**config.mk**
```make
export PLATFORM = sky130hd
export DESIGN_NAME = adv7611_bringup_ctrl
export DESIGN_NICKNAME = d
export VERILOG_FILES = /design/src/rtl/adv7611_bringup_ctrl.sv
export SDC_FILE = /design/constraint.sdc
export NUM_CORES = 1
export LEC_CHECK = 0
export ABC_AREA = 1
export CAP_MARGIN = 20
export CORE_UTILIZATION = 55
export DETAILED_ROUTE_END_ITERATION = 10
export PLACE_DENSITY = 0.76
export SYNTH_ARGS = -nofsm -noshare
export SYNTH_HDL_FRONTEND = slang
export SYNTH_SLANG_ARGS = --single-unit
export TNS_END_PERCENT = 30
```
**constraint.sdc**
```tcl
create_clock -name i_sys_clk -period 2.4 [get_ports i_sys_clk]
set_input_delay 0.48 -clock i_sys_clk [delete_from_list [all_inputs] [get_ports i_sys_clk]]
set_output_delay 0.48 -clock i_sys_clk [all_outputs]
set_load 0.005 [all_outputs]
```
**src/rtl/adv7611_bringup_ctrl.sv**
```systemverilog
// -----------------------------------------------------------------------------
// adv7611_bringup_ctrl
//
// Brings up an ADV7611 HDMI receiver. The sequence is:
//   1. Pulse the receiver hardware reset.
//   2. Wait a settle time.
//   3. Release the I2C LUT configurator and wait for it to report done or error.
//   4. Confirm video lock by counting in-time VS rising edges.
// Failed attempts (config error, config timeout, lock timeout) are retried up
// to MAX_RETRY times, then the block parks in FAIL. Once locked, VS is watched
// continuously and a loss of video restarts the sequence.
//
// Ports:
//   i_sys_clk        system clock (CLK_FRE MHz)
//   i_sys_rst        synchronous active-high reset
//   i_reinit         single-cycle pulse, restarts bring-up from any state
//   i_vs_async       receiver VS from the pixel clock domain (synchronised here)
//   i_cfg_done       configurator done level
//   i_cfg_error      configurator error level
//   o_adv7611_rst_n  receiver hardware reset, active low
//   o_cfg_rst_n      configurator reset, active low; its rising edge starts a pass
//   o_video_locked   high only in LOCKED
//   o_fail           high only in FAIL
//   o_state          current state encoding (debug/observability)
//   o_retry_cnt      failed attempts in the current bring-up
//   o_loss_cnt       lock-loss events, saturating at 255
// -----------------------------------------------------------------------------
module adv7611_bringup_ctrl #(
    parameter int CLK_FRE        = 25,
    parameter int RST_LOW_MS     = 10,
    parameter int RST_WAIT_MS    = 5,
    parameter int CFG_TIMEOUT_MS = 500,
    parameter int VS_TIMEOUT_MS  = 100,
    parameter int LOCK_FRAMES    = 4,
    parameter int MAX_RETRY      = 3
) (
    input  logic       i_sys_clk,
    input  logic       i_sys_rst,
    input  logic       i_reinit,
    input  logic       i_vs_async,
    input  logic       i_cfg_done,
    input  logic       i_cfg_error,
    output logic       o_adv7611_rst_n,
    output logic       o_cfg_rst_n,
    output logic       o_video_locked,
    output logic       o_fail,
    output logic [2:0] o_state,
    output logic [2:0] o_retry_cnt,
    output logic [7:0] o_loss_cnt
);

    localparam int TICK_CYC = CLK_FRE * 1000;
    localparam int PRE_W    = (TICK_CYC > 1) ? $clog2(TICK_CYC) : 1;
    localparam int MS_W     = 16;

    typedef enum logic [2:0] {
        S_IDLE       = 3'd0,
        S_RST_ASSERT = 3'd1,
        S_RST_WAIT   = 3'd2,
        S_CONFIG     = 3'd3,
        S_LOCK_WAIT  = 3'd4,
        S_LOCKED     = 3'd5,
        S_RETRY      = 3'd6,
        S_FAIL       = 3'd7
    } state_t;

    state_t            state_q;
    state_t            state_d;
    logic              entry;
    logic              first_q;
    logic              vs_meta;
    logic              vs_sync;
    logic              vs_dly;
    logic              vs_rise;
    logic [PRE_W-1:0]  pre_cnt;
    logic [MS_W-1:0]   ms_cnt;
    logic              tick_end;
    logic              rst_low_done;
    logic              rst_wait_done;
    logic              cfg_timeout;
    logic              vs_timeout;
    logic [3:0]        frame_cnt;
    logic [2:0]        retry_q;
    logic [7:0]        loss_q;
    logic              loss_event;
    logic              rst_n_d;
    logic              cfg_rst_n_d;

    assign vs_rise = vs_sync & ~vs_dly;

    // A timeout of N ms fires on the last cycle of the Nth ms since the timer
    // was last cleared, so the state lasts exactly N*TICK_CYC cycles.
    assign tick_end      = (pre_cnt == PRE_W'(TICK_CYC - 1));
    assign rst_low_done  = tick_end && (ms_cnt == MS_W'(RST_LOW_MS - 1));
    assign rst_wait_done = tick_end && (ms_cnt == MS_W'(RST_WAIT_MS - 1));
    assign cfg_timeout   = tick_end && (ms_cnt == MS_W'(CFG_TIMEOUT_MS - 1));
    assign vs_timeout    = tick_end && (ms_cnt == MS_W'(VS_TIMEOUT_MS - 1));

    // A reinit into the current state still counts as a fresh entry.
    assign entry = (state_d != state_q) || i_reinit;

    assign o_state     = state_q;
    assign o_retry_cnt = retry_q;
    assign o_loss_cnt  = loss_q;

    always_comb begin
        state_d    = state_q;
        loss_event = 1'b0;
        case (state_q)
            S_IDLE:       state_d = S_RST_ASSERT;
            S_RST_ASSERT: if (rst_low_done) state_d = S_RST_WAIT;
            S_RST_WAIT:   if (rst_wait_done) state_d = S_CONFIG;
            S_CONFIG: begin
                // The configurator is still leaving reset on the first cycle,
                // so its done/error levels are not trusted yet.
                if (!first_q && i_cfg_error)     state_d = S_RETRY;
                else if (!first_q && i_cfg_done) state_d = S_LOCK_WAIT;
                else if (cfg_timeout)            state_d = S_RETRY;
            end
            S_LOCK_WAIT: begin
                if (vs_rise) begin
                    if (frame_cnt == 4'(LOCK_FRAMES - 1)) state_d = S_LOCKED;
                end else if (vs_timeout) begin
                    state_d = S_RETRY;
                end
            end
            S_LOCKED: begin
                if (!vs_rise && vs_timeout) begin
                    state_d    = S_RST_ASSERT;
                    loss_event = 1'b1;
                end
            end
            S_RETRY:  state_d = (retry_q == 3'(MAX_RETRY)) ? S_FAIL : S_RST_ASSERT;
            S_FAIL:   state_d = S_FAIL;
            default:  state_d = S_IDLE;
        endcase
        if (i_reinit) begin
            state_d    = S_RST_ASSERT;
            loss_event = 1'b0;
        end

        rst_n_d     = !((state_d == S_IDLE) || (state_d == S_RST_ASSERT));
        cfg_rst_n_d = (state_d == S_CONFIG) || (state_d == S_LOCK_WAIT) ||
                      (state_d == S_LOCKED);
    end

    always_ff @(posedge i_sys_clk) begin
        if (i_sys_rst) begin
            state_q         <= S_IDLE;
            first_q         <= 1'b0;
            vs_meta         <= 1'b0;
            vs_sync         <= 1'b0;
            vs_dly          <= 1'b0;
            pre_cnt         <= '0;
            ms_cnt          <= '0;
            frame_cnt       <= '0;
            retry_q         <= '0;
            loss_q          <= '0;
            o_adv7611_rst_n <= 1'b0;
            o_cfg_rst_n     <= 1'b0;
            o_video_locked  <= 1'b0;
            o_fail          <= 1'b0;
        end else begin
            state_q <= state_d;
            first_q <= entry;

            vs_meta <= i_vs_async;
            vs_sync <= vs_meta;
            vs_dly  <= vs_sync;

            if (entry || vs_rise) begin
                pre_cnt <= '0;
                ms_cnt  <= '0;
            end else if (tick_end) begin
                pre_cnt <= '0;
                ms_cnt  <= ms_cnt + MS_W'(1);
            end else begin
                pre_cnt <= pre_cnt + PRE_W'(1);
            end

            if (entry) begin
                frame_cnt <= '0;
            end else if ((state_q == S_LOCK_WAIT) && vs_rise) begin
                frame_cnt <= frame_cnt + 4'd1;
            end

            // The count is bumped on entry to RETRY so RETRY itself can see the
            // new value when deciding between another attempt and FAIL.
            if (i_reinit || (entry && (state_d == S_LOCKED))) begin
                retry_q <= '0;
            end else if (entry && (state_d == S_RETRY)) begin
                retry_q <= retry_q + 3'd1;
            end

            if (loss_event && (loss_q != 8'hFF)) begin
                loss_q <= loss_q + 8'd1;
            end

            o_adv7611_rst_n <= rst_n_d;
            o_cfg_rst_n     <= cfg_rst_n_d;
            o_video_locked  <= (state_d == S_LOCKED);
            o_fail          <= (state_d == S_FAIL);
        end
    end

endmodule

```
Yosys cells after proc, flatten, opt, wreduce, memory -nomap -nowiden
Index checks and enable logic that the tools add are counted.

Input bits: 6. Memory bits (read-only): 0. RAM bits: 0. Logic and storage cells: 84. Bits in latches: 0. Register bits: 57. Output and inout bits: 18. Memories kept: 0.

Reduce and logical (&&, ||, !) cells: 26. $mul: 0. Eq/ne operators: 22. Bitwise operators: 2. Mux-type cells: 15. Shift-type cells: 0. Add/subtract/negate cells: 5. Div/mod/pow operators: 0. Order comparisons: 0.

Operators with widths (count): $mux 3 (11); $eq 3x3->1 const B (8); $pmux 3 s8 (1); $add 16x1->16 const B (1); $eq 16x3->1 const B (1); $eq 16x4->1 const B (1); $eq 16x7->1 const B (1); $eq 16x9->1 const B (1); $add 15x1->15 const B (1); $eq 15x15->1 const B (1); $eq 3x2->1 const B (4); $logic_and 1x1->1 (11); $add 8x1->8 const B (1); $ne 8x8->1 const B (1); $eq 3x1->1 const B (2); $logic_not 3->1 (2); $logic_or 1x1->1 (6); $reduce_or 2->1 (3); $add 4x1->4 const B (1); $eq 4x2->1 const B (1); $add 3x1->3 const B (1); $logic_not 1->1 (3); $mux 1 (3); $ne 3x3->1 (1); 3 further kinds (3).

Longest topological paths before layout
Gate-level depths: netlist of the first run.

Depth after elaboration: 12. Mapped depth: 17. Depth with buffers taken out: 17.

Least setup slack after synthesis of the first run
Ideal clock, no wire load.

Kind: register to register. From: register pre_cnt[0]. To: register ms_cnt[12]. Buffers on the path: 0. Required time: 2280 ps. Arrival time: 1942 ps. Library setup time: 120 ps. Cell stages (with the launch flop): 13. Clock period less this slack: 2062 ps. Slack: 338 ps. Path through: dfxtp_1 > ha_1 > nand2_1 > nor2_2 > nand2_2 > nor2_4 > inv_2 > nor2_1 > nand3_1 > nor3_1 > nand2_1 > xor2_1 > nor2_4.

Longest elaborated chain between the ends: 11. Elaborated cells between the ends (all ways): 20. Classes of those cells: 2 x eq/ne; 10 x mux; 8 x reduce/logical.

RTL lines: from (decl) (RTL line 75) `logic [PRE_W-1:0] pre_cnt;`; from (signal assigned) (RTL line 178) `pre_cnt <= pre_cnt + PRE_W'(1);`; $eq 15x15->1 (*) (RTL line 93) `assign tick_end = (pre_cnt == PRE_W'(TICK_CYC - 1));`; $logic_and 1x1->1 (RTL line 96) `assign cfg_timeout = tick_end && (ms_cnt == MS_W'(CFG_TIMEOUT_MS - 1));`; $mux 3 (RTL line 118) `else if (cfg_timeout) state_d = S_RETRY;`; $mux 3 (RTL line 117) `else if (!first_q && i_cfg_done) state_d = S_LOCK_WAIT;`; $mux 3 (RTL line 116) `if (!first_q && i_cfg_error) state_d = S_RETRY;`; $pmux 3 s8 (RTL line 109) `case (state_q)`; $mux 3 (RTL line 137) `if (i_reinit) begin`; $ne 3x3->1 (RTL line 100) `assign entry = (state_d != state_q) || i_reinit;`; $logic_or 1x1->1 (RTL line 100); $logic_or 1x1->1 (RTL line 171) `if (entry || vs_rise) begin`; $reduce_or 2->1 (no line); to (signal assigned) (RTL line 176) `ms_cnt <= ms_cnt + MS_W'(1);`; to (decl) (RTL line 76) `logic [MS_W-1:0] ms_cnt;`.

Mark *: on every way between the ends. The rest lies on a longest branch, timed or not. A chain may end at the register's enable or synchronous reset.

Worst setup path after layout of the first run
From: register pre_cnt[0]. To: register ms_cnt[3].

Same word-level chain as after synthesis.

==> out/qor.csv, run 1 <==
stage;metric;value;unit
run_status;outcome;completed;
logic_synthesis;syn_inst;415;
power_and_ir_drop;vdd_drop_max;0.5073;mV
global_route;overflow;0;
logic_synthesis;ys.warnings.count;0;
global_route;grt_pass1_wl;10.56;mm
placed_design;port_buffers;23;
route;avgRoutedWirePerCell;11.56;µm
finish;syn2layout_area_growth;19.65;%
floorplan;dieHeight;78.15;µm
cts;cts.sinks;57;
min_path;hp-class;reg2reg;
timing;slew_headroom;69.98;%
setup_path;timing.rr.start;pre_cnt[0]$_SDFF_PP0_;
route;drtPass1Iterations;4;
finish;n_fill_cell;448;
route;drt-initial-drc-count;119;
setup_path;slowest_delay;0.33;ns
finish;nets;477;
route;antenna_left;0;
finish;antenna-diode-count;0;
global_route;busiest_layer;met2;
setup_path;cp_cell_sequence;ha_1, nand2_1, nand3b_4, nor2_4, a21boi_1, nor2_2, nand3_2, nand2_2, nand3_2, nor2_8, nand3_4, buf_4, nor2_1;
route;via_per_inst;4.952;
global_route;grt_max_degree;17;
power_and_ir_drop;powerDensity;509.4;nW/µm²
cts;path_clk_slew;0.07;ns
setup_path;critPathMaxFanout;6;
placed_design;gp_congestion;0.9133;
timing;max_freq;447.6;MHz
timing;setup_ws;0.1659;ns
cts;clk_path_buf_depth;2;
placed_design;placed_area;3521;µm²
finish;multi_input_area;1750;µm²
setup_path;crit_top_cell;nand3_2;
timing;finalHoldViolCount;0;
logic_synthesis;synth_fp_nets;429;
global_route;antenna_found_initial;0;
timing;setup_tns;0;ns
cts;cts_htree_levels;3;
global_route;use_met3;6.279;%
floorplan;ioPinCount;24;
timing;rsz0062_at_grt;no;
finish;drive_above_1_share;20.09;%
cts;cts_buffers;9;
timing;fin_skew;0.005934;ns
placed_design;dp_hpwl;4.380;mm
logic_synthesis;synth_seq_cells;57;
min_path;worstHoldStart;vs_meta$_SDFF_PP0_;
floorplan;dieArea;6107;µm²
timing;finalCriticalPeriod;2.234;ns
global_route;grt_use_met1;26.13;%
finish;mostFrequentLayoutCells;nor2_1, inv_1, nand2_1;
setup_path;slowest_stage;dfxtp_1;
floorplan;start_util;57.57;%
finish;fin_area;3816;µm²
setup_path;setup.worst_path.start;pre_cnt[0]$_SDFF_PP0_;
logic_synthesis;syn_area;3189;µm²
setup_path;worst_ep_required_time;2.68;ns
setup_path;crit_arrival;2.51;ns
timing;finalSetupViolations;0;
cts;ctsHoldBuffers;0;
floorplan;rows;27;
cts;clockRootBuffer;clkbuf_8;
timing;slew_violations;0;
timing;finalCritPeriodShare;93.09;%
placed_design;place_ws;-0.07470;ns
finish;final_common_cell;nor2_1;
global_route;grt_pass1_vias;2469;
cts;worstSkewPairLatency;0.34;ns
logic_synthesis;syn_avg_cell_area;7.685;µm²
route;finalWirelength;6.243;mm
finish;utilization;68.88;%
setup_path;crit_type;reg2reg;
timing;tightest_slew;0.4462;ns
route;vias;2674;
route;drc_errors;0;
power_and_ir_drop;p_leak;1.395;nW
floorplan;coreArea;5540;µm²
global_route;grt_use_met2;37.54;%
setup_path;cp-start-kind;flip-flop;
logic_synthesis;synth-seq-area-share;35.78;%
run;drv_cap;0;
finish;regArea;1142;µm²
cts;tritoncts;done;
global_route;grtUsageTotal;22.31;%
floorplan;die_w;78.15;µm
setup_path;crit_path_end_kind;flip-flop;
logic_synthesis;yosysUniqueCellTypes;34;
==> path summary, 6_finish.rpt <==
check / to / slack [ns] / cells after the start
worst max-delay path: ms_cnt[3]$_SDFFE_PP0P_ / 0.17 / 13
worst min-delay path: vs_sync$_SDFF_PP0_ / 0.40 / 2
worst max register to register: ms_cnt[3]$_SDFFE_PP0P_ / 0.17 / 13
worst min register to register: vs_sync$_SDFF_PP0_ / 0.40 / 2
==> cells in the mapped netlist <==
cell type / instances / area [µm²]
clkinv_1: 2 / 7.510
nor2_4: 22 / 247.7
xnor2_1: 6 / 52.55
a21oi_1: 12 / 60.06
o31ai_1: 1 / 7.510
nor2_8: 1 / 20.02
nand3_4: 3 / 52.55
nand4_1: 11 / 68.82
or2_2: 1 / 6.260
nand3_1: 21 / 105.1
a31oi_1: 2 / 12.51
nor3_1: 12 / 60.06
nor2_1: 66 / 247.7
inv_1: 57 / 214.0
ha_1: 8 / 100.1
dfxtp_1: 57 / 1141
xor2_1: 25 / 219.0
nor4_1: 2 / 12.51
buf_12: 2 / 40.04
inv_2: 10 / 37.54
clkbuf_1: 1 / 3.750
nand3_2: 5 / 50.05
nand2_2: 9 / 56.30
buf_2: 1 / 5.000
o21ai_2: 1 / 8.760
o211ai_1: 1 / 7.510
a211oi_1: 1 / 7.510
o21bai_1: 2 / 15.01
nor3b_1: 2 / 15.01
nand2_1: 57 / 214.0
o21ai_0: 7 / 35.03
nand3b_4: 1 / 20.02
a21boi_1: 1 / 7.510
nor2_2: 5 / 31.28
==> metal layers <==
layer	routed length [µm]	part of all wire (%)	vias to the layer above
li1	-	-	1393
met1	2928	47	1224
met2	3003	48	45
met3	201	3.2	12
met4	110	1.8	0
met5	0	0	-
==> critical path: cells and delay by family, from the launching register on <==
kind | cells | cell delay (ns)
simple gates | 10 | 1.34
flops | 1 | 0.33
fa+ha+maj | 1 | 0.23
buf+inv | 1 | 0.18
compound gates | 1 | 0.10
==> cell type report <==
class                           instances  area share [%]
Inverter                               69           6.787
Sequential cell                        57           29.93
Clock inverter                          5           1.443
Multi-Input combinational cell        285           45.87
Timing Repair Buffer                   41           9.902
Clock buffer                           11           3.705
Tap cell                               72           2.361
==> power by group <==
part           switching, W   total, W  internal [W]  leakage (nW)
combinational     0.0000567  0.0000959     0.0000391         0.838
sequential       0.00000379   0.000955      0.000951         0.461
clock              0.000389   0.000893      0.000503        0.0953
total              0.000450    0.00194       0.00149          1.39
==> logic make-up (layout without fill, tap and decap cells) <==
group	Yosys count	after routing	share of synthesized area, %
and+or+nand+nor	218	218	37.86
AOI/OAI and AO/OA	28	28	5.061
adders and majority gates	8	8	3.139
DFF	57	57	35.78
buffers and inverters	73	126	9.651
xor gates and xnor gates	31	31	8.513
==> state kept, by name, indices dropped and copies added, names as in the netlist <==
signal and count:
first_q 1, frame_cnt 4, ms_cnt 16, o_adv7611_rst_n 1, o_cfg_rst_n 1, o_fail 1, o_loss_cnt 8, o_retry_cnt 3
o_state 3, o_video_locked 1, pre_cnt 15, vs_dly 1, vs_meta 1, vs_sync 1
==> metrics by stage <==
step	instances	power, W	hold WS [ns]
after global routing	540	0.002011	0.4365
after CTS	530	0.001948	0.4086
after floorplan	415	0.001036	0.3883
final	540	0.001944	0.4035
after global placement	514	0.001056	0.3909
after detailed placement	514	0.001057	0.3993
==> what timing repair did <==
| action | in CTS | in global routing |
|---|---|---|
| gates resized for setup | 0 | 3 |
| setup endpoints to repair | 0 | 31 |
| setup buffers | 0 | 10 |
No activity file was read; power rests on OpenSTA's default activity.
==> run 2: changes to the inputs <==
--- a/config.mk
+++ b/config.mk
@@ -6,9 +6,10 @@
 export NUM_CORES = 1
 export LEC_CHECK = 0
 export ABC_AREA = 1
-export CAP_MARGIN = 20
 export CORE_UTILIZATION = 55
+export CTS_CLUSTER_DIAMETER = 40
 export DETAILED_ROUTE_END_ITERATION = 10
+export GPL_ROUTABILITY_DRIVEN = 0
 export PLACE_DENSITY = 0.76
 export SYNTH_ARGS = -nofsm -noshare
 export SYNTH_HDL_FRONTEND = slang
==> results of run 2 <==
Same layout as run 1: the final DEF is identical, and so are final timing and power.
==> run 3: changes to the inputs <==
--- a/config.mk
+++ b/config.mk
@@ -8,9 +8,11 @@
 export ABC_AREA = 1
 export CORE_UTILIZATION = 55
 export CTS_CLUSTER_DIAMETER = 40
+export CTS_CLUSTER_SIZE = 10
 export DETAILED_ROUTE_END_ITERATION = 10
 export GPL_ROUTABILITY_DRIVEN = 0
 export PLACE_DENSITY = 0.76
+export REMOVE_ABC_BUFFERS = 1
 export SYNTH_ARGS = -nofsm -noshare
 export SYNTH_HDL_FRONTEND = slang
 export SYNTH_SLANG_ARGS = --single-unit
==> out/qor.csv, run 3 (synthesized netlist as in run 1, its figures left out) <==
stage;metric;value;unit;change
route;via_per_inst;4.866;;was 4.952
power_and_ir_drop;vdd_drop_max;0.4228;mV;was 0.5073 mV
placed_design;placed_area;3553;µm²;was 3521 µm²
setup_path;slowest_delay;0.33;ns;about the same
global_route;grtUsageTotal;21.58;%;was 22.31%
timing;finalSetupViolations;0;;unchanged
setup_path;setup.worst_path.start;pre_cnt[0]$_SDFF_PP0_;;unchanged
cts;path_clk_slew;0.06;ns;was 0.07 ns
floorplan;rows;27;;unchanged
timing;finalHoldViolCount;0;;unchanged
finish;fin_area;3777;µm²;was 3816 µm²
cts;cts.sinks;57;;unchanged
setup_path;worst_ep_required_time;2.63;ns;was 2.68 ns
setup_path;crit_family;simple AND/OR/NAND/NOR gates;;unchanged
floorplan;coreArea;5540;µm²;unchanged
finish;final_common_cell;nor2_1;;unchanged
route;drtPass1Iterations;4;;unchanged
setup_path;critPathMaxFanout;7;;was 6
setup_path;crit_arrival;2.41;ns;was 2.51 ns
setup_path;crit_path_end_kind;flip-flop;;unchanged
setup_path;cp-start-kind;flip-flop;;unchanged
run_status;outcome;completed;;unchanged
global_route;overflow;0;;unchanged
min_path;hp-class;reg2reg;;unchanged
timing;slew_violations;0;;unchanged
cts;worstSkewPairLatency;0.34;ns;about the same
timing;rsz0062_at_grt;yes;;was no
finish;nets;468;;was 477
power_and_ir_drop;p_leak;1.370;nW;was 1.395 nW
finish;mostFrequentLayoutCells;nor2_1, inv_1, nand2_1;;unchanged
route;drc_errors;0;;unchanged
finish;utilization;68.18;%;was 68.88%
route;drt-initial-drc-count;116;;was 119
setup_path;timing.rr.start;pre_cnt[0]$_SDFF_PP0_;;unchanged
finish;syn2layout_area_growth;18.44;%;was 19.65%
route;avgRoutedWirePerCell;11.06;µm;was 11.56 µm
route;antenna_left;0;;unchanged
cts;cts_htree_levels;3;;unchanged
power_and_ir_drop;powerDensity;520.3;nW/µm²;was 509.4 nW/µm²
run;drv_cap;0;;unchanged
floorplan;dieArea;6107;µm²;unchanged
cts;clk_path_buf_depth;2;;unchanged
finish;n_fill_cell;485;;was 448
timing;hold_ws;0.4056;ns;was 0.4035 ns
placed_design;dp_hpwl;4.319;mm;was 4.380 mm
floorplan;dieHeight;78.15;µm;unchanged
setup_path;worst-path-buf-inv;3;;was 1
min_path;worstHoldStart;vs_meta$_SDFF_PP0_;;unchanged
global_route;grt_pass1_vias;2470;;was 2469
cts;cts_buffers;9;;unchanged
timing;finalCritPeriodShare;90.89;%;was 93.09%
setup_path;crit_type;reg2reg;;unchanged
cts;cts_setup_buffers;0;;unchanged
timing;tightest_slew;0.4124;ns;was 0.4462 ns
route;finalWirelength;5.871;mm;was 6.243 mm
timing;slew_headroom;72.26;%;was 69.98%
floorplan;die_w;78.15;µm;unchanged
finish;drive_above_1_share;18.74;%;was 20.09%
floorplan;ioPinCount;24;;unchanged
finish;largest_reg_flops;16;;unchanged
setup_path;crit_top_cell;nand2_1;;was nand3_2
finish;top_register;ms_cnt;;unchanged
setup_path;cp_cell_sequence;ha_2, nand2_1, nor2_2, nand2_2, nor2_4, nand2_2, nand2_1, nand2_1, nand3_2, nand2_2, buf_4, inv_1, nand3_1, inv_1, nand2_1, o21ai_0, nor2_1;;was ha_1, nand2_1, nand3b_4, nor2_4, a21boi_1, nor2_2, nand3_2, nand2_2, nand3_2, nor2_8, nand3_4, buf_4, nor2_1
timing;fin_skew;0.004758;ns;was 0.005934 ns
global_route;grt_pass1_wl;10.42;mm;was 10.56 mm
global_route;antenna_found_initial;0;;unchanged
cts;tritoncts;done;;unchanged
cts;ctsHoldBuffers;0;;unchanged
timing;max_freq;458.4;MHz;was 447.6 MHz
setup_path;slowest_stage;dfxtp_1;;unchanged
floorplan;start_util;57.57;%;unchanged
placed_design;port_buffers;23;;unchanged
route;vias;2584;;was 2674
finish;antenna-diode-count;0;;unchanged
cts;clockRootBuffer;clkbuf_8;;unchanged
global_route;grt_max_degree;17;;unchanged
timing;finalCriticalPeriod;2.181;ns;was 2.234 ns
[run 3: per-stage QoR]
step	instances	power, W	worst slack (ns)	setup TNS [ns]
after floorplan	411	0.001027	0.2685	0
after global placement	515	0.001064	0.1540	0
after detailed placement	515	0.001065	0.07966	0
after CTS	531	0.001992	0.1260	0
after global routing	531	0.002052	-0.001429	-0.001429
final	531	0.001965	0.2186	0
[run 3: layout make-up]
type / instances / area, µm² / area share (%)
clock buffer: 14 / 172.7 / 4.571
clock inverter: 2 / 35.03 / 0.9275
inverter: 69 / 259.0 / 6.857
multi-input combinational: 285 / 1755 / 46.47
sequential: 57 / 1142 / 30.24
tap: 72 / 90.09 / 2.385
timing repair buffer: 32 / 322.8 / 8.546
[run 3: path summary, 6_finish.rpt]
check                                endpoint  slack (ns)  cells past startpoint
setup / recovery  o_retry_cnt[2]$_SDFFE_PP0P_        0.22                     17
hold / removal             vs_sync$_SDFF_PP0_        0.41                      2
setup reg to reg  o_retry_cnt[2]$_SDFFE_PP0P_        0.22                     17
hold reg to reg            vs_sync$_SDFF_PP0_        0.41                      2
[run 3: power breakdown]
| part | internal (W) | switching, W |
|---|---|---|
| combinational | 0.0000346 | 0.0000540 |
| sequential | 0.000952 | 0.00000355 |
| clock | 0.000563 | 0.000358 |
| total | 0.00155 | 0.000416 |
[run 3: routing by layer]
metal  vias to the layer above  GRT usage (%)  wire length (µm)
met1                      1175          26.37              2869
met3                         9          5.930               190
li1                       1380              -                 -
met4                         0          7.222                52
met5                         -              0                 0
met2                        20          36.49              2758
[run 3: worst min-delay path, stage by stage (launching register included)]
cell	delay (ns)
dfxtp_1	0.30
inv_1	0.04
nor2_1	0.03
[run 3: repair_timing]
item | 4_1_cts | 5_1_grt
endpoints found under the hold margin | 0 | 0
resized for setup | 0 | 5
setup endpoints to repair | 0 | 6
